`src/rtl/network_acc_requant_pkg.sv`:
```
// Shared constants and types for the accumulate/requantize stage of the conv
// datapath.
//   DEF_*      default widths and shift used by network_acc_requant
//   ROUND_ADD  half-LSB added before the arithmetic right shift
//   OUT_MAX/OUT_MIN  signed output activation limits
//   state_t    accumulator control states (ACC, RQ)
package network_acc_requant_pkg;

    localparam int DEF_PROD_W = 30;
    localparam int DEF_ACC_W  = 40;
    localparam int DEF_BIAS_W = 16;
    localparam int DEF_OUT_W  = 16;
    localparam int DEF_SHIFT  = 14;

    localparam logic [DEF_ACC_W-1:0] ROUND_ADD = DEF_ACC_W'(1) << (DEF_SHIFT - 1);

    localparam logic signed [DEF_OUT_W-1:0] OUT_MAX = {1'b0, {(DEF_OUT_W-1){1'b1}}};
    localparam logic signed [DEF_OUT_W-1:0] OUT_MIN = {1'b1, {(DEF_OUT_W-1){1'b0}}};

    typedef enum logic {
        ACC,
        RQ
    } state_t;

endpackage

```
`src/rtl/network_requant_sat.sv`:
```
// Combinational requantizer: round half toward +inf, arithmetic shift right by
// SHIFT, saturate to a signed OUT_W result.
// Optional macro NETWORK_ACC_REQUANT_RELU_EN: negative results become 0 and
// o_sat flags positive overflow only.
// Ports:
//   i_acc   signed accumulator value
//   o_data  requantized signed result
//   o_sat   result was clamped
module network_requant_sat
    import network_acc_requant_pkg::*;
#(
    parameter int ACC_W = DEF_ACC_W,
    parameter int OUT_W = DEF_OUT_W,
    parameter int SHIFT = DEF_SHIFT
) (
    input  logic signed [ACC_W-1:0] i_acc,
    output logic signed [OUT_W-1:0] o_data,
    output logic                    o_sat
);

    // One extra bit so the rounding add cannot wrap near the accumulator limit.
    localparam int EXT_W = ACC_W + 1;
    localparam logic signed [EXT_W-1:0] L_ROUND = EXT_W'(1) << (SHIFT - 1);
    localparam logic signed [EXT_W-1:0] L_MAX   = (EXT_W'(1) << (OUT_W - 1)) - EXT_W'(1);
    localparam logic signed [EXT_W-1:0] L_MIN   = -(EXT_W'(1) << (OUT_W - 1));

    logic signed [EXT_W-1:0] w_sum;
    logic signed [EXT_W-1:0] w_r;
    logic                    w_pos_ovf;

    assign w_sum     = {i_acc[ACC_W-1], i_acc} + L_ROUND;
    assign w_r       = w_sum >>> SHIFT;
    assign w_pos_ovf = (w_r > L_MAX);

`ifdef NETWORK_ACC_REQUANT_RELU_EN
    always_comb begin
        o_data = w_r[OUT_W-1:0];
        o_sat  = 1'b0;
        if (w_r[EXT_W-1]) begin
            o_data = '0;
        end else if (w_pos_ovf) begin
            o_data = L_MAX[OUT_W-1:0];
            o_sat  = 1'b1;
        end
    end
`else
    logic w_neg_ovf;

    assign w_neg_ovf = (w_r < L_MIN);

    always_comb begin
        o_data = w_r[OUT_W-1:0];
        o_sat  = 1'b0;
        if (w_pos_ovf) begin
            o_data = L_MAX[OUT_W-1:0];
            o_sat  = 1'b1;
        end else if (w_neg_ovf) begin
            o_data = L_MIN[OUT_W-1:0];
            o_sat  = 1'b1;
        end
    end
`endif

endmodule

```
`src/rtl/network_acc_requant.sv`:
```
// Accumulates a group of signed products on top of a bias, then rounds,
// shifts and saturates the sum into a 16-bit activation on a valid/ready
// output. A new group may accumulate while the previous result waits.
// Optional macro NETWORK_ACC_REQUANT_RELU_EN enables ReLU on the output.
// Ports:
//   clk, reset            clock; asynchronous active-high reset
//   in_valid/in_ready     product beat handshake
//   in_data, in_last      signed product, last beat of group
//   bias                  signed bias, taken on the first beat only
//   out_valid/out_ready   result handshake
//   out_data, out_sat     requantized result, saturation flag
module network_acc_requant
    import network_acc_requant_pkg::*;
#(
    parameter int PROD_W = DEF_PROD_W,
    parameter int ACC_W  = DEF_ACC_W,
    parameter int BIAS_W = DEF_BIAS_W,
    parameter int OUT_W  = DEF_OUT_W,
    parameter int SHIFT  = DEF_SHIFT
) (
    input  logic                     clk,
    input  logic                     reset,
    input  logic                     in_valid,
    output logic                     in_ready,
    input  logic signed [PROD_W-1:0] in_data,
    input  logic                     in_last,
    input  logic signed [BIAS_W-1:0] bias,
    output logic                     out_valid,
    input  logic                     out_ready,
    output logic signed [OUT_W-1:0]  out_data,
    output logic                     out_sat
);

    state_t                   r_state;
    state_t                   w_state_nxt;
    logic                     r_first;
    logic signed [ACC_W-1:0]  r_acc;
    logic                     r_out_valid;
    logic signed [OUT_W-1:0]  r_out_data;
    logic                     r_out_sat;

    logic                     w_in_fire;
    logic                     w_load;
    logic signed [ACC_W-1:0]  w_prod_ext;
    logic signed [ACC_W-1:0]  w_bias_acc;
    logic signed [OUT_W-1:0]  w_q;
    logic                     w_q_sat;

    assign w_prod_ext = ACC_W'(in_data);
    assign w_bias_acc = ACC_W'(bias) <<< SHIFT;

    network_requant_sat #(
        .ACC_W (ACC_W),
        .OUT_W (OUT_W),
        .SHIFT (SHIFT)
    ) u_requant_sat (
        .i_acc  (r_acc),
        .o_data (w_q),
        .o_sat  (w_q_sat)
    );

    always_comb begin
        w_state_nxt = r_state;
        in_ready    = 1'b0;
        w_in_fire   = 1'b0;
        w_load      = 1'b0;
        unique case (r_state)
            ACC: begin
                in_ready  = 1'b1;
                w_in_fire = in_valid;
                if (in_valid && in_last) begin
                    w_state_nxt = RQ;
                end
            end
            RQ: begin
                // Output register is free when empty or draining this cycle.
                w_load = !r_out_valid || out_ready;
                if (w_load) begin
                    w_state_nxt = ACC;
                end
            end
            default: w_state_nxt = ACC;
        endcase
    end

    always_ff @(posedge clk or posedge reset) begin
        if (reset) begin
            r_state <= ACC;
            r_first <= 1'b1;
            r_acc   <= '0;
        end else begin
            r_state <= w_state_nxt;
            if (w_in_fire) begin
                r_first <= in_last;
                if (r_first) begin
                    r_acc <= w_bias_acc + w_prod_ext;
                end else begin
                    r_acc <= r_acc + w_prod_ext;
                end
            end
        end
    end

    always_ff @(posedge clk or posedge reset) begin
        if (reset) begin
            r_out_valid <= 1'b0;
            r_out_data  <= '0;
            r_out_sat   <= 1'b0;
        end else begin
            if (w_load) begin
                r_out_valid <= 1'b1;
                r_out_data  <= w_q;
                r_out_sat   <= w_q_sat;
            end else if (out_ready) begin
                r_out_valid <= 1'b0;
            end
        end
    end

    assign out_valid = r_out_valid;
    assign out_data  = r_out_data;
    assign out_sat   = r_out_sat;

endmodule

```
`config.mk`:
```
export PLATFORM = sky130hd
export DESIGN_NAME = network_acc_requant
export DESIGN_NICKNAME = d
export VERILOG_FILES = /design/src/rtl/network_acc_requant_pkg.sv /design/src/rtl/network_requant_sat.sv /design/src/rtl/network_acc_requant.sv
export SDC_FILE = /design/constraint.sdc
export NUM_CORES = 1
export LEC_CHECK = 0
export BUFFER_PORTS_ARGS = -buffer_cell sky130_fd_sc_hd__buf_4
export CORE_ASPECT_RATIO = 1.4
export CORE_MARGIN = 2
export CORE_UTILIZATION = 49
export CTS_BUF_LIST = sky130_fd_sc_hd__clkbuf_16
export CTS_CLUSTER_DIAMETER = 200
export DETAILED_ROUTE_END_ITERATION = 8
export PLACE_DENSITY = 0.69
export SYNTH_ARGS = -nofsm -noshare
export SYNTH_HDL_FRONTEND = slang
export SYNTH_HIERARCHICAL = 1
export SYNTH_SLANG_ARGS = --single-unit
```
`constraint.sdc`:
```
create_clock -name clk -period 3.3 [get_ports clk]
set_input_delay 0.33 -clock clk [delete_from_list [all_inputs] [get_ports clk]]
set_output_delay 0.33 -clock clk [all_outputs]
set_load 0.005 [all_outputs]
```
==> results_dict.tcl <==
set metrics [dict create \
    worstMarginPinSlew_ps 836 \
    p_seq_share_pct 22.7 \
    diodes 0 \
    die_x_um 97.7 \
    worst_slack_ps 151 \
    crit_buf_inv 1 \
    cts_tree "yes" \
    post-cts-setup-buffers 0 \
    cap_violations 0 \
    drt-total-wl_um 18200 \
    synth-seq-cells 60 \
    skew_ps 8.02 \
    stdcell_area_um2 7110 \
    grt_start_max_net_pins 42 \
    synthTopCellsByArea "dfrtp_1 25%, ha_1 12%, xnor2_1 5.4%" \
    ys.flop_type "dfrtp_1" \
    yosysTopAreaCell "dfrtp_1" \
    final_nets 924 \
    comb_power_share_pct 62.0 \
    ys_warn_count 6 \
    cts_root_buf "clkbuf_16" \
    critical_path.most_common_cell "or4_1" \
    postLayoutCoreUtil_pct 59.5 \
    power.switching_mw 2.90 \
    ys_seq_area_share_pct 24.9 \
    worst_skew_pair.late_latency_ps 330 \
    drc 0 \
    tns_ps 0 \
    rsz0062_at_grt "no" \
    cp_cell_sequence "nand4_1 > or4_1 > or4_1 > o21ai_0 > a32oi_1 > o41ai_4 > buf_4 > a21bo_2 > mux2_2" \
    crit_start "r_acc[15]" \
    place_hpwl_um 14400 \
    antenna_found_initial 0 \
    first_global_vias 6098 \
    status "completed" \
    p_int_mw 3.53 \
    numCtsBuffers 9 \
    coreArea_um2 11900 \
    htreeDepth 3 \
    peakVddDrop_uv 385 \
    fin_cells 967 \
    final_common_cell "buf_4" \
    layout_common_cells "93 x buf_4, 75 x nand2_1, 62 x a21oi_1" \
    path_delay_family "simple AND/OR/NAND/NOR gates" \
    clk_path_buf_depth 2 \
    wl_per_cell_um 18.8 \
    cpPeakStageDelay_ps 630 \
    period_share_pct 95.4 \
    critPathCaptureType "flip-flop" \
    rr_endpoint "out_sat" \
    fmax_mhz 318 \
    postPlaceCellArea_um2 6790 \
    whs_ps 134 \
    start_util_pct 50.5 \
    pre_cts_ws_ps -48.6 \
    rrSetupSlack_ps 150 \
    cp.arrival_ps 3360 \
    total_power_mw 6.43 \
    hold_buffers 0 \
    switching_share_pct 45.1 \
    grt_use_total_pct 28.1 \
    syn-instance-count 740 \
    drive_gt1_share_pct 18.3 \
    rows 47 \
    hold_viol 0 \
    portBuffers 69 \
    grt_pass1_wl_um 29700 \
    crit_end "out_sat" \
    fin_crit_ps 3150 \
    drv_slew 0 \
    gp_congestion 0.994 \
    clkPwrFrac_pct 15.3 \
    power.density_nw_per_um2 904 \
    io_pins 70 \
    avgSynthCellArea_um2 8.14 \
    synthesis.nets 849 \
    die-area_um2 13200 \
    worstSetupPathType "reg2reg" \
    area_growth_pct 17.9 \
    p_leak_nw 3.16 \
    num_vias 6032 \
    clock-sinks 60 \
    startpoint_type "flip-flop" \
    dp_cells 951 \
    worstHoldPathType "in2async" \
    fillers 1113 \
    critical_path.slowest_cell "or4_1" \
    required_ps 3510 \
    drtIter0Drc 364 \
    cp_max_fo 16 \
    clk_pin_slew_ps 50 \
    setup_viol 0 \
    worst-path-stages 9 \
    max_slew_margin_pct 44.0 \
    worst_r2r_startpoint "r_acc[15]" \
    synth-edff-count 0 \
    reg2reg_depth 9 \
    syn_area_um2 6030 \
    synth_cell_types 78 \
    synthArstFlopShare_pct 100 \
    synth.top_cell.area_share_pct 24.5 \
    final_antenna_net_count 0 \
    dr.pass1.iters 4 \
    drt-vias-per-instance 6.24 \
    die_h_um 135 \
    grt-ovfl-total 0 \
]
synthesized netlist by cell type, drive strengths merged (4+ instances only):
master / n
a211o: 4
a211oi: 11
a21boi: 7
a21o: 19
a21oi: 63
a311oi: 4
a31o: 4
a31oi: 13
and2: 6
and3: 14
buf: 8
clkbuf: 21
dfrtp: 59
ha: 56
inv: 22
mux2: 18
mux2i: 4
nand2: 75
nand2b: 8
nand3: 14
nand3b: 4
nand4: 10
nor2: 58
nor2b: 11
nor3: 17
nor4: 4
o211ai: 4
o21a: 7
o21ai: 83
o21bai: 4
o221a: 4
or2: 4
xnor2: 37
xor2: 22
final cells by class:
| class | instances | area [um^2] | area share, % |
|---|---|---|---|
| Multi-Input combinational cell | 629 | 4330 | 60.9 |
| Clock buffer | 9 | 225 | 3.17 |
| Tap cell | 147 | 184 | 2.59 |
| Timing Repair Buffer | 93 | 698 | 9.83 |
| Sequential cell | 60 | 1500 | 21.1 |
| Clock inverter | 7 | 83.8 | 1.18 |
| Inverter | 22 | 82.6 | 1.16 |
how the worst min path moves through the flow:
stage / end / slack (ps) / cells after the start
after floorplan: r_first / 440 / 2
after global placement: r_acc[5] / 470 / 2
after detailed placement: r_acc[8] / 480 / 2
after CTS: out_data[3] / 160 / 2
after global routing: out_data[3] / 190 / 2
final: out_data[3] / 130 / 2
power by group through the flow:
stage | logic (mW) | registers [mW] | clock network [mW]
after floorplan | 2.81 | 1.40 | 0
after global placement | 3.82 | 1.44 | 0
after detailed placement | 3.91 | 1.46 | 0
after CTS | 3.94 | 1.45 | 1.00
after global routing | 4.40 | 1.51 | 1.03
final | 3.99 | 1.46 | 0.983
layer usage:
| layer | routed length, um | track usage, % |
|---|---|---|
| met1 | 6930 | 29.9 |
| met2 | 9570 | 52.1 |
| met3 | 665 | 4.13 |
| met4 | 1050 | 16.9 |
| met5 | 0 | 0 |
cell families after synthesis:
family,count (synthesis),synth area share (%)
AOI/OAI and AO/OA,253,27.5
and+or+nand+nor,237,19.2
DFF,60,24.9
xor gates and xnor gates,59,8.58
adders and majority gates,58,12.3
buffers and inverters,51,3.45
muxes,22,4.03
sequential cells by signal (all words and copies together), names as in the netlist:
register,count
r_state,1
r_first,1
out_valid,1
r_acc,40
out_data,16
out_sat,1
timing repair:
action                     in CTS  in global routing
hold endpoints to repair        0                  0
setup endpoints to repair      12                  3
resized for setup               1                  1
cloned                          0                  0
(Power assumes the default switching activity.)
